**src/rtl/mem_controller.sv**
```systemverilog
// -----------------------------------------------------------------------------
// mem_controller
//
// Single-channel memory arbiter placed directly downstream of the per-thread
// LSUs. Read and write requests from NUM_CONSUMERS LSUs are serialised onto one
// external memory channel, with exactly one transaction outstanding at a time.
// Read data and completion acknowledgements are relayed back to the requesting
// LSU using a four-phase handshake: the LSU drops valid after it sees ready.
//
// Optional feature macro: MEMCTRL_RR_EN
//   defined   : round-robin arbitration. The search starts at the index after
//               the last grant. After reset, consumer 0 has top priority.
//   undefined : fixed priority, lowest index wins, no pointer register.
//
// Ports:
//   clk                    in   clock, all logic on the rising edge
//   reset                  in   synchronous, active-high reset
//   consumer_read_valid    in   [N]      per-LSU read request
//   consumer_read_address  in   [N*A]    per-LSU read address (slice i)
//   consumer_read_ready    out  [N]      per-LSU read done / data valid
//   consumer_read_data     out  [N*D]    per-LSU returned read data
//   consumer_write_valid   in   [N]      per-LSU write request
//   consumer_write_address in   [N*A]    per-LSU write address
//   consumer_write_data    in   [N*D]    per-LSU write data
//   consumer_write_ready   out  [N]      per-LSU write done
//   mem_read_valid         out          read request to memory
//   mem_read_address       out  [A]     read address to memory
//   mem_read_ready         in           memory read complete, data valid
//   mem_read_data          in   [D]     read data from memory
//   mem_write_valid        out          write request to memory
//   mem_write_address      out  [A]     write address to memory
//   mem_write_data         out  [D]     write data to memory
//   mem_write_ready        in           memory write complete
// All outputs are registered.
// -----------------------------------------------------------------------------
module mem_controller #(
  parameter int NUM_CONSUMERS = 4,
  parameter int ADDR_BITS     = 8,
  parameter int DATA_BITS     = 8
) (
  input  logic                               clk,
  input  logic                               reset,
  input  logic [NUM_CONSUMERS-1:0]           consumer_read_valid,
  input  logic [NUM_CONSUMERS*ADDR_BITS-1:0] consumer_read_address,
  output logic [NUM_CONSUMERS-1:0]           consumer_read_ready,
  output logic [NUM_CONSUMERS*DATA_BITS-1:0] consumer_read_data,
  input  logic [NUM_CONSUMERS-1:0]           consumer_write_valid,
  input  logic [NUM_CONSUMERS*ADDR_BITS-1:0] consumer_write_address,
  input  logic [NUM_CONSUMERS*DATA_BITS-1:0] consumer_write_data,
  output logic [NUM_CONSUMERS-1:0]           consumer_write_ready,
  output logic                               mem_read_valid,
  output logic [ADDR_BITS-1:0]               mem_read_address,
  input  logic                               mem_read_ready,
  input  logic [DATA_BITS-1:0]               mem_read_data,
  output logic                               mem_write_valid,
  output logic [ADDR_BITS-1:0]               mem_write_address,
  output logic [DATA_BITS-1:0]               mem_write_data,
  input  logic                               mem_write_ready
);

  localparam int IDX_W = (NUM_CONSUMERS > 1) ? $clog2(NUM_CONSUMERS) : 1;

  typedef enum logic [2:0] {
    S_IDLE,
    S_READ_WAITING,
    S_WRITE_WAITING,
    S_READ_RELAYING,
    S_WRITE_RELAYING
  } state_t;

  // Per-consumer views of the flattened request buses.
  logic [NUM_CONSUMERS-1:0][ADDR_BITS-1:0] w_rd_addr;
  logic [NUM_CONSUMERS-1:0][ADDR_BITS-1:0] w_wr_addr;
  logic [NUM_CONSUMERS-1:0][DATA_BITS-1:0] w_wr_data;
  logic [NUM_CONSUMERS-1:0]                w_req;

  genvar gi;
  generate
    for (gi = 0; gi < NUM_CONSUMERS; gi++) begin : g_unpack
      assign w_rd_addr[gi] = consumer_read_address[gi*ADDR_BITS +: ADDR_BITS];
      assign w_wr_addr[gi] = consumer_write_address[gi*ADDR_BITS +: ADDR_BITS];
      assign w_wr_data[gi] = consumer_write_data[gi*DATA_BITS +: DATA_BITS];
      assign w_req[gi]     = consumer_read_valid[gi] | consumer_write_valid[gi];
    end
  endgenerate

  // State and registered outputs
  state_t                                  r_state;
  logic [IDX_W-1:0]                        r_grant;
  logic                                    r_mem_read_valid;
  logic [ADDR_BITS-1:0]                    r_mem_read_address;
  logic                                    r_mem_write_valid;
  logic [ADDR_BITS-1:0]                    r_mem_write_address;
  logic [DATA_BITS-1:0]                    r_mem_write_data;
  logic [NUM_CONSUMERS-1:0]                r_cons_read_ready;
  logic [NUM_CONSUMERS-1:0]                r_cons_write_ready;
  logic [NUM_CONSUMERS-1:0][DATA_BITS-1:0] r_cons_read_data;

  // Next-state values
  state_t                                  w_state_next;
  logic [IDX_W-1:0]                        w_grant_next;
  logic                                    w_mem_read_valid_next;
  logic [ADDR_BITS-1:0]                    w_mem_read_address_next;
  logic                                    w_mem_write_valid_next;
  logic [ADDR_BITS-1:0]                    w_mem_write_address_next;
  logic [DATA_BITS-1:0]                    w_mem_write_data_next;
  logic [NUM_CONSUMERS-1:0]                w_cons_read_ready_next;
  logic [NUM_CONSUMERS-1:0]                w_cons_write_ready_next;
  logic [NUM_CONSUMERS-1:0][DATA_BITS-1:0] w_cons_read_data_next;

  // Arbitration result
  logic             w_found;
  logic [IDX_W-1:0] w_sel;

`ifdef MEMCTRL_RR_EN
  // Holds the last granted index; reset to the top index so the first search
  // begins at consumer 0.
  logic [IDX_W-1:0] r_rr_ptr;
  logic [IDX_W-1:0] w_rr_ptr_next;
  int               w_rr_idx;

  always_comb begin
    w_found  = 1'b0;
    w_sel    = '0;
    w_rr_idx = 0;
    for (int k = 0; k < NUM_CONSUMERS; k++) begin
      w_rr_idx = (int'(r_rr_ptr) + 1 + k) % NUM_CONSUMERS;
      if (!w_found && w_req[w_rr_idx]) begin
        w_found = 1'b1;
        w_sel   = IDX_W'(w_rr_idx);
      end
    end
  end

  assign w_rr_ptr_next = (r_state == S_IDLE && w_found) ? w_sel : r_rr_ptr;

  always_ff @(posedge clk) begin
    if (reset) r_rr_ptr <= IDX_W'(NUM_CONSUMERS - 1);
    else       r_rr_ptr <= w_rr_ptr_next;
  end
`else
  always_comb begin
    w_found = 1'b0;
    w_sel   = '0;
    for (int k = 0; k < NUM_CONSUMERS; k++) begin
      if (!w_found && w_req[k]) begin
        w_found = 1'b1;
        w_sel   = IDX_W'(k);
      end
    end
  end
`endif

  // Next-state and output logic
  always_comb begin
    w_state_next             = r_state;
    w_grant_next             = r_grant;
    w_mem_read_valid_next    = r_mem_read_valid;
    w_mem_read_address_next  = r_mem_read_address;
    w_mem_write_valid_next   = r_mem_write_valid;
    w_mem_write_address_next = r_mem_write_address;
    w_mem_write_data_next    = r_mem_write_data;
    w_cons_read_ready_next   = r_cons_read_ready;
    w_cons_write_ready_next  = r_cons_write_ready;
    w_cons_read_data_next    = r_cons_read_data;

    case (r_state)
      S_IDLE: begin
        if (w_found) begin
          w_grant_next = w_sel;
          // A read beats a write from the same consumer.
          if (consumer_read_valid[w_sel]) begin
            w_mem_read_valid_next   = 1'b1;
            w_mem_read_address_next = w_rd_addr[w_sel];
            w_state_next            = S_READ_WAITING;
          end else begin
            w_mem_write_valid_next   = 1'b1;
            w_mem_write_address_next = w_wr_addr[w_sel];
            w_mem_write_data_next    = w_wr_data[w_sel];
            w_state_next             = S_WRITE_WAITING;
          end
        end
      end

      S_READ_WAITING: begin
        if (mem_read_ready) begin
          w_mem_read_valid_next           = 1'b0;
          w_cons_read_ready_next[r_grant] = 1'b1;
          w_cons_read_data_next[r_grant]  = mem_read_data;
          w_state_next                    = S_READ_RELAYING;
        end
      end

      S_WRITE_WAITING: begin
        if (mem_write_ready) begin
          w_mem_write_valid_next           = 1'b0;
          w_cons_write_ready_next[r_grant] = 1'b1;
          w_state_next                     = S_WRITE_RELAYING;
        end
      end

      S_READ_RELAYING: begin
        if (!consumer_read_valid[r_grant]) begin
          w_cons_read_ready_next[r_grant] = 1'b0;
          w_state_next                    = S_IDLE;
        end
      end

      S_WRITE_RELAYING: begin
        if (!consumer_write_valid[r_grant]) begin
          w_cons_write_ready_next[r_grant] = 1'b0;
          w_state_next                     = S_IDLE;
        end
      end

      default: w_state_next = S_IDLE;
    endcase
  end

  always_ff @(posedge clk) begin
    if (reset) begin
      r_state             <= S_IDLE;
      r_grant             <= '0;
      r_mem_read_valid    <= 1'b0;
      r_mem_read_address  <= '0;
      r_mem_write_valid   <= 1'b0;
      r_mem_write_address <= '0;
      r_mem_write_data    <= '0;
      r_cons_read_ready   <= '0;
      r_cons_write_ready  <= '0;
      r_cons_read_data    <= '0;
    end else begin
      r_state             <= w_state_next;
      r_grant             <= w_grant_next;
      r_mem_read_valid    <= w_mem_read_valid_next;
      r_mem_read_address  <= w_mem_read_address_next;
      r_mem_write_valid   <= w_mem_write_valid_next;
      r_mem_write_address <= w_mem_write_address_next;
      r_mem_write_data    <= w_mem_write_data_next;
      r_cons_read_ready   <= w_cons_read_ready_next;
      r_cons_write_ready  <= w_cons_write_ready_next;
      r_cons_read_data    <= w_cons_read_data_next;
    end
  end

  assign mem_read_valid       = r_mem_read_valid;
  assign mem_read_address     = r_mem_read_address;
  assign mem_write_valid      = r_mem_write_valid;
  assign mem_write_address    = r_mem_write_address;
  assign mem_write_data       = r_mem_write_data;
  assign consumer_read_ready  = r_cons_read_ready;
  assign consumer_write_ready = r_cons_write_ready;
  assign consumer_read_data   = r_cons_read_data;

endmodule
```
**config.mk**
```make
export PLATFORM = sky130hd
export DESIGN_NAME = mem_controller
export DESIGN_NICKNAME = d
export VERILOG_FILES = /design/src/rtl/mem_controller.sv
export SDC_FILE = /design/constraint.sdc
export NUM_CORES = 1
export LEC_CHECK = 0
export ABC_AREA = 0
export CORE_ASPECT_RATIO = 0.8
export CORE_MARGIN = 2
export CORE_UTILIZATION = 36
export DETAILED_ROUTE_END_ITERATION = 7
export PLACE_DENSITY_LB_ADDON = 0.25
export SLEW_MARGIN = 20
export SYNTH_ARGS = -nofsm -noshare
export SYNTH_HDL_FRONTEND = slang
export SYNTH_SLANG_ARGS = --single-unit
```
**constraint.sdc**
```tcl
create_clock -name clk -period 2.3 [get_ports clk]
set_clock_uncertainty 0.1 [all_clocks]
set_input_delay 0.575 -clock clk [delete_from_list [all_inputs] [get_ports clk]]
set_output_delay 0.575 -clock clk [all_outputs]
set_load 0.05 [all_outputs]
```
==> results of run 1 <==
[power groups by stage]
stage / Combinational (W) / Clock [W] / Sequential [W]
3_5_place_dp: 0.00161 / 0 / 0.00150
5_1_grt: 0.00194 / 0.00145 / 0.00150
4_1_cts: 0.00180 / 0.00141 / 0.00147
3_3_place_gp: 0.00159 / 0 / 0.00149
2_1_floorplan: 0.000591 / 0 / 0.00185
6_report: 0.00183 / 0.00138 / 0.00148
[cells by family (layout without fill, tap and decap cells)]
logic type / Yosys count / count (layout) / synth area share (%)
simple gates: 158 / 158 / 19.7
buf+inv: 39 / 259 / 4.68
flops: 71 / 71 / 40.9
compound gates: 116 / 116 / 25.7
mux: 26 / 26 / 9.07
[cell type report]
class / count / area (µm²)
multi-input combinational: 300 / 2030
sequential: 71 / 1420
clock inverter: 6 / 70.1
inverter: 11 / 41.3
timing repair buffer: 232 / 2310
clock buffer: 10 / 229
fill: 804 / 3290
tap: 119 / 149
[worst paths after layout]
check,startpoint,endpoint,slack (ns)
min reg2reg,consumer_read_data[20]$_SDFFE_PP0P_,consumer_read_data[20]$_SDFFE_PP0P_,0.35
max,mem_write_address[7]$_SDFFE_PP0P_,mem_write_address[7],0.08
min,consumer_read_data[20]$_SDFFE_PP0P_,consumer_read_data[20]$_SDFFE_PP0P_,0.35
max reg2reg,r_grant[1]$_SDFFE_PP0P_,flop,0.35
[layout by cell type (no fill, tap or decap), drive strengths merged, types with 2 or more instances in the layout]
master,count
nand3,20
o211ai,3
nor2,33
o221ai,8
nand2b,4
inv,12
clkbuf,13
nor3,6
nor2b,5
o32ai,8
dfxtp,71
a211oi,6
nor4,4
clkdlybuf4s50,171
or4,2
buf,53
mux4,2
clkinvlp,3
o41ai,16
nand2,80
nor4b,2
o21ai,11
o22ai,16
a21oi,40
dlymetal6s2s,3
mux2,24
[timing repair]
action                                 CTS  global route
resized for setup                       32            17
setup buffers                            7             2
pin swaps                                6             6
gates cloned                             3             1
setup endpoints to repair               31            37
endpoints found under the hold margin    0             0
[cells in the mapped netlist, types with 2 or more instances]
cell      instances
a211oi_1          5
a21oi_1          40
buf_1             2
buf_6             2
clkbuf_1         23
dfxtp_1          71
inv_1            11
mux2_2           24
mux4_2            2
nand2_1          80
nand2b_1          4
nand3_1          20
nor2_1           33
nor2b_1           5
nor3_1            6
nor4_1            4
nor4b_1           2
o211ai_1          3
o21ai_0           8
o21ai_1           2
o221ai_1          8
o22ai_1          16
o32ai_1           8
o41ai_1           3
o41ai_2          13
[metal layers]
metal	vias up	track usage [%]	share of wire, %
li1	1932	-	-
met1	1906	29.2	43
met2	111	40.9	49
met3	14	6.54	6.1
met4	0	8.03	1.6
met5	-	0	0
[through the flow]
stage / TNS [ns] / hold slack [ns] / utilization [%] / cell area [µm²] / power, W
floorplan: 0 / 0.470 / - / 3480 / 0.00244
global placement: -16.16 / 0.342 / 59.3 / 5650 / 0.00308
detailed placement: -17.98 / 0.350 / 59.3 / 5650 / 0.00311
CTS: -0.00176 / 0.359 / 64.7 / 6160 / 0.00468
global route: -0.0182 / 0.377 / 65.5 / 6240 / 0.00489
finish: 0 / 0.353 / 65.5 / 6240 / 0.00469
==> impl_metrics.tcl, run 1 <==
set metrics [dict create \
    status "completed" \
    start_kind "flop" \
    dp_worst_setup_slack_ns -0.738 \
    grt_pass1_vias 4060 \
    crit_family "buffers and inverters" \
    wl_per_cell_um 16.8 \
    relSlewSlack_pct 63.0 \
    slowest_stage "clkdlybuf4s50_1" \
    yosysUniqueCellTypes 40 \
    critical_path_cell_count 1 \
    drt-initial-drc-count 140 \
    grt_use_total_pct 24.0 \
    min_path_type "flop to flop" \
    numCtsBuffers 9 \
    antenna_found_initial 0 \
    worstPathRequired_ns 1.62 \
    p_seq_share_pct 31.5 \
    clock_latency_ns 0.32 \
    core_area_um2 9530 \
    cts-htree-levels 3 \
    cp_max_fo 2 \
    ir_drop_uv 451 \
    synth_area_um2 3480 \
    hold_depth 2 \
    cts.clk_slew.worst_paths_ns 0.06 \
    root_buffer "clkbuf_16" \
    cp_num_buf_inv 1 \
    cp.arrival_ns 1.54 \
    power.leakage_nw 2.31 \
    syn_inst 410 \
    synth_ff_type "dfxtp_1" \
    die-width_um 114 \
    cp_slowest_stage_delay_ns 0.86 \
    p_per_area_nw_per_um2 751 \
    port_buffers 181 \
    ioPinCount 182 \
    synth-edff-count 0 \
    slew_violations 0 \
    die_height_um 91.9 \
    synth.net_count 526 \
    viasPerCell 5.29 \
    crit_chain "clkdlybuf4s50_1" \
    grt_pass1_wl_um 20000 \
    cts_buffer_depth 2 \
    p_clk_share_pct 29.3 \
    gp_congestion 0.876 \
    layout.nets 741 \
    power.internal_w 0.00304 \
    start_util_pct 36.5 \
    hold_viol 0 \
    placed_cells 720 \
    setup-violations-final 0 \
    fin_ws_ns 0.0810 \
    async_flop_share_pct 0 \
    ant_nets 0 \
    final_cells 749 \
    drc 0 \
    cts_sinks 71 \
    swShare_pct 35.1 \
    rows 32 \
    drtPass1Iterations 4 \
    drive_gt1_share_pct 21.6 \
    synth_top_area_share_pct 40.9 \
    period_share_pct 96.5 \
    cts_tree "yes" \
    worstSetupEndpointType "primary output" \
    worst_slew_pin_slew_ns 0.553 \
    synth_top_area_cell "dfxtp_1" \
    routed_wl_um 12600 \
    p_switching_w 0.00165 \
    pwr-share-comb_pct 39.1 \
    yosys_warnings 0 \
    drv_cap 0 \
    post-route-min-period_ns 2.22 \
    critical_path_class "flop to primary output" \
    ys_top_cells_by_area "dfxtp_1 41%, nand2_1 8.6%, mux2_2 7.8%" \
    overflow 0 \
    diodes 0 \
    die-area_um2 10500 \
    grt_max_degree 38 \
    postCtsHoldBufs 0 \
    syn_avg_cell_area_um2 8.48 \
    synth-seq-area-share_pct 40.9 \
    synth_seq_cells 71 \
    area_delta_synth_final_pct 79.6 \
    dp_hpwl_um 9040 \
    fmax_ghz 0.451 \
    vias 3963 \
    rr_worst_depth 6 \
]
Power figures use the tool's default switching activity.
==> run 2: changes to the inputs <==
CTS_CLUSTER_SIZE = 16   (was default)
MAX_ROUTING_LAYER = met4   (was default)
==> run 2 against run 1 <==
Routed wire length grew 2.4%. Sequential share of layout area shrank 0.29 points. Sequential power about the same. Die area is the same. Register-to-register slack lost 0.08 ns. Highest routed layer unchanged. Worst setup slack got worse by 0.034 ns.
==> impl_metrics.tcl, run 2 (synthesized netlist as in run 1, its figures left out) <==
set metrics [dict create \
    slew_violations 0 \
    placed_cells 720 \
    fmax_ghz 0.444 \
    power.leakage_nw 2.36 \
    cp_slowest_stage_delay_ns 0.59 \
    ir_drop_uv 420 \
    diodes 0 \
    crit_chain "clkdlybuf4s15_1 -> or4_4 -> a2111oi_4 -> buf_4 -> a211oi_4 -> buf_6 -> buf_4 -> o32ai_1" \
    die_height_um 91.9 \
    port_buffers 181 \
    r2r_slack_ns 0.27 \
    slowest_stage "or4_4" \
    rr_worst_depth 6 \
    clock_latency_ns 0.33 \
    hold_viol 0 \
    post-route-min-period_ns 2.25 \
    cp_num_buf_inv 4 \
    antenna_found_initial 0 \
    grt_max_degree 38 \
    root_buffer "clkbuf_16" \
    grt_use_total_pct 24.4 \
    crit_family "buffers and inverters" \
    r2r-start "r_grant[1]$_SDFFE_PP0P_" \
    grt_pass1_vias 4016 \
    start_kind "primary input" \
    die-width_um 114 \
    grt_pass1_wl_um 19600 \
    gp_congestion 0.881 \
    final_cells 747 \
    cp_max_fo 5 \
    final_common_cell "clkdlybuf4s50_1" \
    critical_path_class "primary input to flop" \
    cp.arrival_ns 2.39 \
    drt-initial-drc-count 196 \
    cts_tree "yes" \
    setup-violations-final 0 \
    overflow 0 \
    worst_slew_pin_slew_ns 0.551 \
    core_area_um2 9530 \
    critPathMostFrequentCell "buf_4" \
    cts-htree-levels 3 \
    p_per_area_nw_per_um2 772 \
    cts_buffer_depth 2 \
    ioPinCount 182 \
    hp-start "consumer_read_data[20]$_SDFFE_PP0P_" \
    viasPerCell 5.29 \
    fin_ws_ns 0.0468 \
    relSlewSlack_pct 63.2 \
    worstSetupEndpointType "flop" \
    vias 3949 \
    numCtsBuffers 9 \
    rows 32 \
    hold_end "consumer_read_data[20]$_SDFFE_PP0P_" \
    drtPass1Iterations 4 \
    period_share_pct 98.0 \
    worstPathRequired_ns 2.44 \
    ant_nets 0 \
    wl_per_cell_um 17.3 \
    dp_worst_setup_slack_ns -0.701 \
    drc 0 \
    cts.clk_slew.worst_paths_ns 0.06 \
    final_cell_mix "171 x clkdlybuf4s50_1, 79 x nand2_1, 71 x dfxtp_1, 38 x a21oi_1, 38 x buf_4" \
    start_util_pct 36.5 \
    routed_wl_um 12900 \
    layout.nets 739 \
    drv_cap 0 \
    die-area_um2 10500 \
    drive_gt1_share_pct 21.5 \
    dp_hpwl_um 9100 \
    area_delta_synth_final_pct 81.9 \
    status "completed" \
    hold_depth 2 \
    cts_sinks 71 \
    min_path_type "flop to flop" \
]
## run 2: cell count changes in the layout (fill, tap and decap cells not counted), moves of 3 or more
cell / change
nand3_2: -3
o22ai_2: +3
o21ai_1: -3
nand3_1: +3
o22ai_1: -3
## run 2: how the worst max path moves through the flow
stage	cells after the start	from	end
after floorplan	5	consumer_read_valid[0]	mem_write_address[0]$_SDFFE_PP0P_
after global placement	7	consumer_read_valid[2]	mem_read_address[5]$_SDFFE_PP0P_
after detailed placement	7	consumer_read_valid[2]	mem_read_address[5]$_SDFFE_PP0P_
after CTS	8	consumer_read_valid[2]	mem_write_data[4]$_SDFFE_PP0P_
after global routing	6	consumer_write_valid[1]	mem_write_data[0]$_SDFFE_PP0P_
final	8	consumer_write_valid[1]	mem_read_address[2]$_SDFFE_PP0P_
## run 2: timing repair
action                                  in CTS  in global routing
buffers inserted                             5                  1
pin swaps                                    6                 10
gates cloned                                 2                  3
endpoints found under the setup margin      33                 35
hold buffers                                 0                  0
gates resized for setup                     18                 29
## run 2: layout make-up
type | count | area [µm²]
Clock buffer | 9 | 225
Clock inverter | 7 | 103
Fill cell | 786 | 3200
Inverter | 11 | 41.3
Multi-Input combinational cell | 300 | 2060
Sequential cell | 71 | 1420
Tap cell | 119 | 149
Timing Repair Buffer | 230 | 2320
## run 2: per-layer routing
metal  GRT usage (%)  vias to the layer above  wire, µm
met4            7.93                        0       262
met5               -                        -         0
met2            41.2                      144      6330
met1            28.6                     1858      5540
met3            6.28                       18       748
li1                -                     1929         -
## run 2: worst register-to-register path, stage by stage, from the launching register on
cell and delay, ns:
dfxtp_1 0.62, mux4_2 0.43, a211oi_2 0.27, buf_4 0.17
nand3_1 0.10, a21oi_2 0.17, nor2_1 0.05
## run 2: per-stage QoR
step | power [W] | util (%) | cell area, µm² | TNS (ns) | hold slack, ns
2_1_floorplan | 0.00244 | - | 3480 | 0 | 0.470
3_3_place_gp | 0.00308 | 59.3 | 5650 | -16.18 | 0.342
3_5_place_dp | 0.00311 | 59.3 | 5650 | -17.91 | 0.349
4_1_cts | 0.00477 | 64.3 | 6130 | -0.0131 | 0.358
5_1_grt | 0.00508 | 66.4 | 6320 | -0.0253 | 0.366
6_report | 0.00488 | 66.4 | 6320 | 0 | 0.355
## run 2: power breakdown
group	internal, W	leakage (nW)	total, W	switching, W
sequential	0.00137	0.577	0.00148	0.000110
combinational	0.000853	1.63	0.00187	0.00102
clock	0.000963	0.157	0.00153	0.000567
total	0.00318	2.36	0.00488	0.00170
==> patch, RTL diff (config.mk and constraints of run 1) <==
Take the reset off `r_mem_read_address`, `r_mem_write_address`, `r_mem_write_data` and `r_cons_read_data` and load them in a clocked block of their own.
--- a/src/rtl/mem_controller.sv
+++ b/src/rtl/mem_controller.sv
@@ -223,23 +223,22 @@
       r_grant             <= '0;
       r_mem_read_valid    <= 1'b0;
-      r_mem_read_address  <= '0;
       r_mem_write_valid   <= 1'b0;
-      r_mem_write_address <= '0;
-      r_mem_write_data    <= '0;
       r_cons_read_ready   <= '0;
       r_cons_write_ready  <= '0;
-      r_cons_read_data    <= '0;
     end else begin
       r_state             <= w_state_next;
       r_grant             <= w_grant_next;
       r_mem_read_valid    <= w_mem_read_valid_next;
-      r_mem_read_address  <= w_mem_read_address_next;
       r_mem_write_valid   <= w_mem_write_valid_next;
-      r_mem_write_address <= w_mem_write_address_next;
-      r_mem_write_data    <= w_mem_write_data_next;
       r_cons_read_ready   <= w_cons_read_ready_next;
       r_cons_write_ready  <= w_cons_write_ready_next;
-      r_cons_read_data    <= w_cons_read_data_next;
-    end
+    end
+  end
+
+  always_ff @(posedge clk) begin
+    r_mem_read_address  <= w_mem_read_address_next;
+    r_mem_write_address <= w_mem_write_address_next;
+    r_mem_write_data    <= w_mem_write_data_next;
+    r_cons_read_data    <= w_cons_read_data_next;
   end
 
Formal check against the unedited RTL: not equivalent (a bounded check fails within 4 cycles, from zero or initial values and one cycle with reset high).
==> patch against run 1 <==
Setup slack worse by 0.027 ns. Power decreased by 8.0%. Synthesized area decreased by 4.7%. Wire length shrank 26%. Clock power decreased by 4%. Cell area fell by 5.3%. Sequential power is 10% higher. Sequential cell count unchanged. Global-route usage shrank 5.3 points. Non-clock buffer count fell by 17.
==> patch: results (changes against run 1) <==
crit-path max FO=8 (was 2); post-DP HPWL=7.18 mm (was 9.04 mm); Yosys cell types=33 (was 40); CP arrival=2.18 ns (was 1.54 ns); Nets=575 (was 741); post-synthesis net count=361 (was 526); first-pass GRT wire length=14.4 mm (was 20.0 mm); top post-synthesis cells by area=edfxtp_1 51%, mux2i_1 22%, dfxtp_1 9.1% (was dfxtp_1 41%, nand2_1 8.6%, mux2_2 7.8%); worst-margin pin slew=0.558 ns (was 0.553 ns); drt wl/cell=16.1 um (was 16.8 um); Pleak=2.20 nW (was 2.31 nW); Pre-antenna DRT Iters=6 (was 4); synth cell count leaders=72 x mux2i_1, 56 x edfxtp_1, 15 x dfxtp_1, 13 x nand2_1, 11 x a21oi_1 (was 80 x nand2_1, 71 x dfxtp_1, 40 x a21oi_1, 33 x nor2_1, 24 x mux2_2); total number of vias=2819 (was 3963); VDD IR max=0.365 mV (was 0.451 mV); status=finished, final reports clean (unchanged); Syn. warnings=0 (unchanged); CP max stage delay=0.55 ns (was 0.86 ns); Async SR Flop Fraction=0% (unchanged); GPL Wtd Cong=0.889 (was 0.876); first-iteration detailed-routing DRC count=86 (was 140); slowest CP cell=or4_4 (was clkdlybuf4s50_1); GRT Total Usage=18.7% (was 24.0%); EDFF count, synth=56 (was 0); sequential fraction of the synthesis area=59.8% (was 40.9%); largest net degree at the start of global routing=25 (was 38); vias in the first global route=2854 (was 4060); layout cell share with drive strength beyond 1=13.8% (was 21.6%); initial antenna violation count=0 (unchanged)
==> patch: changes by cell type after synthesis, sizes merged, moves of 16 or more <==
cell	delta
mux2i	+72
edfxtp	+56
nor2	-26
mux2	-23
o22ai	-16
clkbuf	-16
nand3	-17
dfxtp	-56
a21oi	-29
nand2	-67
o41ai	-16
==> patch: final timing paths <==
path | from | end | slack, ns | cells after the start
setup reg to reg | r_grant[0] | flip-flop | 0.33 | 5
setup / recovery | consumer_read_valid[0] | mem_read_address[3] | 0.05 | 7
hold reg to reg | mem_write_valid | mem_write_valid | 0.37 | 2
hold / removal | mem_write_valid | mem_write_valid | 0.37 | 2
==> patch: per-layer routing <==
metal	track usage, %	wire, um
met1	20.1	3640
met2	33.8	4860
met3	7.01	714
met4	6.07	122
met5	0	0
==> patch: final cells by class <==
| class | instances | area, um^2 |
|---|---|---|
| flip-flops and latches | 71 | 1980 |
| well taps | 115 | 144 |
| multi-input cells | 153 | 1260 |
| clock buffers | 9 | 225 |
| clock inverters | 7 | 61.3 |
| inverters | 9 | 37.5 |
| fillers | 708 | 3090 |
| repair buffers | 215 | 2200 |
==> patch: logic make-up after synthesis <==
group | after synthesis | synth area share (%)
simple gates | 44 | 7.03
flops | 71 | 59.8
compound gates | 34 | 6.42
buf+inv | 21 | 3.25
mux | 75 | 23.5
==> patch: worst max-delay path: cells and delay by family <==
kind | cells | cell delay (ns)
compound gates | 2 | 0.33
simple gates | 1 | 0.55
buf+inv | 4 | 0.73
==> patch: what timing repair did <==
item	CTS	global route
gates resized for setup	11	6
hold buffers	0	0
pin swaps	3	3
buffers inserted	3	0
cloned	2	0
endpoints found under the setup margin	47	29
==> patch: through the flow <==
| step | worst slack, ns | power, mW | cells | instance area [um^2] | hold WS [ns] |
|---|---|---|---|---|---|
| global route | 0.000717 | 4.50 | 579 | 5910 | 0.392 |
| detailed placement | -0.471 | 2.97 | 558 | 5510 | 0.365 |
| floorplan | 0.0533 | 2.36 | 245 | 3310 | 0.421 |
| CTS | 0.0189 | 4.35 | 579 | 5900 | 0.377 |
| global placement | -0.428 | 2.95 | 558 | 5510 | 0.354 |
| finish | 0.0541 | 4.31 | 579 | 5910 | 0.371 |
==> patch: power breakdown <==
group          total (mW)  switching, mW  internal [mW]
combinational        1.36          0.764          0.599
clock                1.32          0.572          0.750
sequential           1.63         0.0700           1.56
